File: config.mk
export PLATFORM = sky130hd
export DESIGN_NAME = tlb_ctrl
export DESIGN_NICKNAME = d
export VERILOG_FILES = /design/src/rtl/tlb_ctrl.sv
export SDC_FILE = /design/constraint.sdc
export NUM_CORES = 1
export LEC_CHECK = 0
export CAP_MARGIN = 15
export CORE_AREA = 2 2 179 181
export DETAILED_ROUTE_END_ITERATION = 12
export DIE_AREA = 0 0 181 183
export SLEW_MARGIN = 0
export SYNTH_ARGS = -nofsm -noshare
export SYNTH_HDL_FRONTEND = slang
export SYNTH_SLANG_ARGS = --single-unit
File: constraint.sdc
create_clock -name clk -period 1.6 [get_ports clk]
set_input_delay 0.16 -clock clk [delete_from_list [all_inputs] [get_ports clk]]
set_output_delay 0.16 -clock clk [all_outputs]
set_load 0.01 [all_outputs]
File: src/rtl/tlb_ctrl.sv
// TLB instruction sequencer (TLBP/TLBR/TLBWI/TLBWR) between CP0 registers and a TLB array.
// Define TLB_RANDOM_EN to give TLBWR a free-running random index; otherwise TLBWR uses the index register.
module tlb_ctrl #(
  parameter  int TLBNUM = 16,
  localparam int IW     = $clog2(TLBNUM)
) (
  input  logic          clk,
  input  logic          resetn,
  input  logic          op_valid,
  input  logic [1:0]    op_code,
  output logic          op_ready,
  output logic          op_done,
  input  logic [31:0]   entryhi_in,
  input  logic [31:0]   entrylo0_in,
  input  logic [31:0]   entrylo1_in,
  input  logic [31:0]   index_in,
  output logic [31:0]   entryhi_out,
  output logic [31:0]   entrylo0_out,
  output logic [31:0]   entrylo1_out,
  output logic [31:0]   index_out,
  output logic          entryhi_we,
  output logic          entrylo0_we,
  output logic          entrylo1_we,
  output logic          index_we,
  output logic [18:0]   s_vpn2,
  output logic          s_odd_page,
  output logic [7:0]    s_asid,
  input  logic          s_found,
  input  logic [IW-1:0] s_index,
  output logic [IW-1:0] r_index,
  input  logic [18:0]   r_vpn2,
  input  logic [7:0]    r_asid,
  input  logic          r_g,
  input  logic [19:0]   r_pfn0,
  input  logic [2:0]    r_c0,
  input  logic          r_d0,
  input  logic          r_v0,
  input  logic [19:0]   r_pfn1,
  input  logic [2:0]    r_c1,
  input  logic          r_d1,
  input  logic          r_v1,
  output logic          w_we,
  output logic [IW-1:0] w_index,
  output logic [18:0]   w_vpn2,
  output logic [7:0]    w_asid,
  output logic          w_g,
  output logic [19:0]   w_pfn0,
  output logic [2:0]    w_c0,
  output logic          w_d0,
  output logic          w_v0,
  output logic [19:0]   w_pfn1,
  output logic [2:0]    w_c1,
  output logic          w_d1,
  output logic          w_v1
);

  typedef enum logic [2:0] {IDLE, SEARCH, READ, WRITE, DONE} state_t;

  state_t        r_state;
  logic [IW-1:0] w_rand_idx;

`ifdef TLB_RANDOM_EN
  logic [IW-1:0] r_random;

  always_ff @(posedge clk or negedge resetn) begin
    if (!resetn)               r_random <= IW'(TLBNUM - 1);
    else if (r_random == '0)   r_random <= IW'(TLBNUM - 1);
    else                       r_random <= r_random - IW'(1);
  end

  assign w_rand_idx = r_random;
`else
  assign w_rand_idx = index_in[IW-1:0];
`endif

  // Bits of the CP0 inputs that no TLB field consumes.
  logic w_unused;
  assign w_unused = ^{entryhi_in[12:8], entrylo0_in[31:26], entrylo1_in[31:26], index_in[31:IW]};

  assign s_odd_page = 1'b0;

  always_ff @(posedge clk or negedge resetn) begin
    if (!resetn) begin
      r_state      <= IDLE;
      op_ready     <= 1'b1;
      op_done      <= 1'b0;
      entryhi_out  <= '0;
      entrylo0_out <= '0;
      entrylo1_out <= '0;
      index_out    <= '0;
      entryhi_we   <= 1'b0;
      entrylo0_we  <= 1'b0;
      entrylo1_we  <= 1'b0;
      index_we     <= 1'b0;
      s_vpn2       <= '0;
      s_asid       <= '0;
      r_index      <= '0;
      w_we         <= 1'b0;
      w_index      <= '0;
      w_vpn2       <= '0;
      w_asid       <= '0;
      w_g          <= 1'b0;
      w_pfn0       <= '0;
      w_c0         <= '0;
      w_d0         <= 1'b0;
      w_v0         <= 1'b0;
      w_pfn1       <= '0;
      w_c1         <= '0;
      w_d1         <= 1'b0;
      w_v1         <= 1'b0;
    end else begin
      // Pulses and port drives default low; the state that owns them re-asserts.
      op_done     <= 1'b0;
      entryhi_we  <= 1'b0;
      entrylo0_we <= 1'b0;
      entrylo1_we <= 1'b0;
      index_we    <= 1'b0;
      w_we        <= 1'b0;
      s_vpn2      <= '0;
      s_asid      <= '0;
      r_index     <= '0;
      case (r_state)
        IDLE: if (op_valid) begin
          op_ready <= 1'b0;
          case (op_code)
            2'b00: begin
              r_state <= SEARCH;
              s_vpn2  <= entryhi_in[31:13];
              s_asid  <= entryhi_in[7:0];
            end
            2'b01: begin
              r_state <= READ;
              r_index <= index_in[IW-1:0];
            end
            default: begin
              r_state <= WRITE;
              w_we    <= 1'b1;
              w_index <= op_code[0] ? w_rand_idx : index_in[IW-1:0];
              w_vpn2  <= entryhi_in[31:13];
              w_asid  <= entryhi_in[7:0];
              w_g     <= entrylo0_in[0] & entrylo1_in[0];
              w_pfn0  <= entrylo0_in[25:6];
              w_c0    <= entrylo0_in[5:3];
              w_d0    <= entrylo0_in[2];
              w_v0    <= entrylo0_in[1];
              w_pfn1  <= entrylo1_in[25:6];
              w_c1    <= entrylo1_in[5:3];
              w_d1    <= entrylo1_in[2];
              w_v1    <= entrylo1_in[1];
            end
          endcase
        end
        SEARCH: begin
          r_state   <= DONE;
          op_done   <= 1'b1;
          index_we  <= 1'b1;
          index_out <= s_found ? {{(32-IW){1'b0}}, s_index} : 32'h8000_0000;
        end
        READ: begin
          r_state      <= DONE;
          op_done      <= 1'b1;
          entryhi_we   <= 1'b1;
          entrylo0_we  <= 1'b1;
          entrylo1_we  <= 1'b1;
          entryhi_out  <= {r_vpn2, 5'b0, r_asid};
          entrylo0_out <= {6'b0, r_pfn0, r_c0, r_d0, r_v0, r_g};
          entrylo1_out <= {6'b0, r_pfn1, r_c1, r_d1, r_v1, r_g};
        end
        WRITE: begin
          r_state <= DONE;
          op_done <= 1'b1;
        end
        default: begin
          r_state  <= IDLE;
          op_ready <= 1'b1;
        end
      endcase
    end
  end

endmodule

* Yosys cells after proc, flatten, opt, wreduce, memory -nomap -nowiden
Cells that the tools add are included.
Storage, ports and cells: register bits after elaboration 232, bits in latches 0, RAM bits 0, ROM bits 0, bits of input ports 216, output and inout port bits 249, memories kept 0
Cells by class: add/subtract/negate cells 0, $mul 0, divide/modulo/power cells 0, $lt $le $gt $ge 0, eq/ne operators 5, shift-type cells 0, multiplexer cells 21, bitwise gates (word level) 3, reductions and logical operators 6
Operators by type and width (number):
- 2-to-1 mux 19 bit | 3
- 2-to-1 mux 32 bit | 1
- 2-to-1 mux 8 bit | 3
- 2-to-1 mux 4 bit | 3
- 2-to-1 mux 1 bit | 7
- == test 3 x 2 -> 1 bit, second input constant | 2
- one-hot mux 3 bit (2 select lines) | 1
- one-hot mux 2 bit (2 select lines) | 1
- == test 3 x 1 -> 1 bit, second input constant | 1
- zero test 3 bit | 1
- 2-to-1 mux 3 bit | 1
- AND reduction 3 bit | 1
- OR reduction 3 bit | 1
- == test 2 x 1 -> 1 bit, second input constant | 1
- zero test 2 bit | 1
- != test 2 bit, second input constant | 1
- inverter 1 bit | 2
- one-hot mux 1 bit (2 select lines) | 1
- AND reduction 2 bit | 1
- OR reduction 2 bit | 1
- AND 1 bit | 1

* Depth between registers and ports, before layout
Gate-level depths: netlist of the first run.
depth in word-level cells 5, depth in mapped cells 5, mapped depth without buffers 3

* Least setup slack after synthesis of the first run
OpenSTA, ideal clock, no wires.
path type register to register, start point reg r_state[2], end point reg entrylo1_out[16], setup time 0.128 ns, data arrival time 1.398 ns, path slack 0.074 ns, stages on the path, launching flop included 5, path buffers 2, period minus slack after synthesis 1.526 ns, cell sequence dfrtp_1 nor3b_2 buf_4 buf_4 mux2_1
On the way: cells in the longest elaborated chain, start to end 1
Ends and longest elaborated chain:
- start, declared | line 59 | state_t r_state;
- start signal, assigned | line 84 | r_state <= IDLE;
- start signal, assigned | line 127 | r_state <= SEARCH;
- start signal, assigned | line 132 | r_state <= READ;
- == test 3 x 2 -> 1 bit | line 122 | case (r_state)
- end signal, assigned | line 167 | entrylo1_out <= {6'b0, r_pfn1, r_c1, r_d1, r_v1, r_g};
- end, declared | line 19 | output logic [31:0] entrylo1_out,
Every way passes these cells. A chain may end at the register's enable or synchronous reset.

* Worst setup path after layout of the first run
start point reg r_state[0], end point reg entryhi_out[0]
On the way: cells in the longest elaborated chain, start to end 1
Ends and longest elaborated chain:
- == test 3 x 2 -> 1 bit | line 122
- end signal, assigned | line 165 | entryhi_out <= {r_vpn2, 5'b0, r_asid};
- end, declared | line 17 | output logic [31:0] entryhi_out,
Every way passes these cells.

==> impl_results.md, run 1 <==
* Status: finished, final reports clean
* Die Height at roughly 180 um
* Peak supply drop at roughly 0.8 mV
* # DRC at 0
* # IOs at roughly 470
* FMAX at ~0.63 GHz
* Area of the die at roughly 0.033 mm^2
* Fin crit share at 99.1%
* Post-synth top area share at about 63%
* PD cells at roughly 1800 mW/mm^2
* R2r endpoint: entryhi_out[0]
* Skew-Pair Late Insertion Delay at 0.51 ns
* First-pass GRT wire length at ~33 mm
* Finished Layout Cells at roughly 1,300
* Htree depth at 1
* WP data required at ~2.0 ns
* Total wire length at 22.8 mm
* Final Net Count at around 1,100
* Static Leakage at around 0.0071 uW
* Clock Skew at 0.00853 ns
* Post-synthesis sequential area ratio at a little under two thirds
* Reg clk slew, reported paths at around 0.06 ns
* TNS Setup at 0 ns
* TritonCTS buffer count at 24
* Port buffer count at around 370
* Length in cells of the worst reg-to-reg path at 5
* Mapped Area at roughly 0.008 mm^2
* Row count at 65
* Top post-synthesis cells by area: dfrtp_1, mux2_4, mux2_2
* Synth async-reset ratio at 100%
* Synthesized instance count at ~500
* Synth-to-layout area growth at 67.1%
* Ys flop type: dfrtp_1
* Share of cells above drive strength 1 at around a quarter
* Post-synthesis cell type count at 25
* Post-synth EDFFs at 0
* Fillers at a little under 3,000
* Worst Hold Class: in -> async
* N_diodes at 0
* Drt via density at 3.99
* Largest net degree at the start of global routing at a little under 50
* Starting density of the core at 25.8%
* Die width at approximately 180 um
* Dominant cell type by area after synthesis: dfrtp_1
* CP Launch Type: flip-flop
* CTS sink count at 204
* Overall Global Routing Usage at about an eighth
* Crit Path Class: reg -> reg
* Tmin final at ~1.6 ns
* Critical Path AT at 1.97 ns
* Top post-synthesis cells by count: dfrtp_1, mux2_2, mux2_4, buf_4, and2_1
* Drt wl/cell at around 17 um
* Fin Hold WS at between 0.15 and 0.2 ns
* DPL Wire Length at between 15 and 20 mm
* Register bit total from synthesis at 204
* Dpl cell area at about 0.012 mm^2
* Initial antenna violation count at 0
* Yosys warns at 0
* Root Buffer: clkbuf_16
* Fin area at between 0.01 and 0.015 mm^2
* Vias at 5,346
* Count leader, synth: dfrtp_1
* 1st-pass router iterations at 4
* Placed cell count at between 1,000 and 1,500
* Total grt overflow at 0
* Max-slew violations at 0
* Reg2reg setup slack at around 0.015 ns
* RSZ-0062 raised after global routing: yes
* Element type at the critical path end: flip-flop
* Critical path peak fanout at 16
* Overall power at roughly 24,000 uW
* CTS tree: yes
* Routed Antenna Nets at 0
* Core area at ~0.031 mm^2
* Final Hold Violating Endpoints at 0
* Vias in the first global route at around 5,600
* Clock Tree Buf Depth at 3
* Final setup violation count at 0
* Initial drt markers at 110
* Avg Cell Area, Syn at about 16 um^2
* R2r startpoint: r_state[0]
* Max Cap Viol at 0
* RePlAce Congestion at 0.722
## critical path, cell delays in order, from the launching register on
cell and delay (ns):
dfrtp_1 0.40, buf_6 0.13, nor3b_4 0.21, buf_12 0.20, buf_12 0.17, mux2_2 0.34
## kinds of logic after synthesis
kind of cell / after synthesis / share of synthesized area [%]
DFF: 204 / 63.4
muxes: 160 / 25.6
buffers and inverters: 77 / 6.77
and+or+nand+nor: 54 / 3.73
AOI/OAI and AO/OA: 7 / 0.466
other: 1 / 0.0465
## routing by layer
metal	track usage [%]	vias to the layer above	wire length, um
met5	0	-	0
met4	3.12	0	362
met3	6.06	25	2650
met2	21.0	274	10800
met1	15.2	2594	8980
li1	-	2453	-
## state kept, by name, summed over array words and instances (netlist names), 4 cells and up
| register | cells |
|---|---|
| entryhi_out | 27 |
| entrylo1_out | 26 |
| entrylo0_out | 25 |
| w_pfn0 | 20 |
| w_pfn1 | 20 |
| s_vpn2 | 19 |
| w_vpn2 | 19 |
| s_asid | 8 |
| w_asid | 8 |
| index_out | 5 |
| r_index | 4 |
| w_index | 4 |
## worst max path at each step
stage / from / endpoint / depth (start not counted)
global route: r_state[0] / entrylo1_out[19] / 5
floorplan: r_state[2] / entrylo1_out[16] / 4
detailed placement: r_state[0] / entrylo0_out[9] / 5
CTS: r_state[0] / entryhi_out[5] / 5
global placement: r_state[0] / entrylo0_out[6] / 5
finish: r_state[0] / entryhi_out[0] / 5
## layout make-up
cell class	instances	area, um^2	area share [%]
clock buffers	33	666	4.95
inverters	8	30.0	0.223
clock inverters	9	131	0.976
flip-flops and latches	204	5110	37.9
multi-input cells	267	2640	19.6
well taps	402	503	3.74
repair buffers	418	4380	32.6
## what timing repair did
action	4_1_cts	5_1_grt
endpoints found under the hold margin	105	0
hold buffers	1	0
buffers inserted	2	3
resized for setup	104	92
setup endpoints to repair	148	197
cloned	0	7
## through the flow
stage | util, % | setup slack [ns]
global placement | 39.5 | -0.00376
floorplan | - | 0.0741
finish | 43.1 | 0.0145
detailed placement | 39.5 | -0.0253
global route | 43.1 | -0.0477
CTS | 41.8 | -0.00556
## report_power, final
group          leakage [uW]  internal, uW  switching, uW
Sequential          0.00249          7420           1120
Combinational       0.00422          5990           3780
Clock              0.000384          3390           2140
## layout by cell type, fill, tap and decap left out, types with 2 or more instances in the layout
| cell type | synthesis | layout |
|---|---|---|
| clkbuf_1 | 1 | 7 |
| clkbuf_16 | 0 | 29 |
| dlymetal6s2s_1 | 0 | 78 |
| clkinv_2 | 0 | 3 |
| buf_4 | 51 | 21 |
| buf_6 | 7 | 7 |
| nor2_1 | 9 | 9 |
| buf_12 | 0 | 11 |
| dlygate4sd2_1 | 0 | 102 |
| clkbuf_8 | 0 | 2 |
| clkinvlp_4 | 0 | 2 |
| clkdlybuf4s50_1 | 0 | 193 |
| nand3_4 | 0 | 2 |
| nand2_1 | 12 | 12 |
| inv_1 | 8 | 8 |
| bufinv_16 | 0 | 3 |
| dfrtp_1 | 203 | 202 |
| mux2_4 | 70 | 79 |
| and2_1 | 27 | 27 |
| conb_1 | 1 | 45 |
| o21ai_0 | 5 | 5 |
| mux2_2 | 80 | 73 |
| mux2_1 | 9 | 7 |
Power figures use the tool's default switching activity.
==> run 2, diff against run 1 <==
- HOLD_SLACK_MARGIN: default -> 0.08
==> results of run 2 <==
The final DEF is identical to that of run 1; final timing and power are the same.
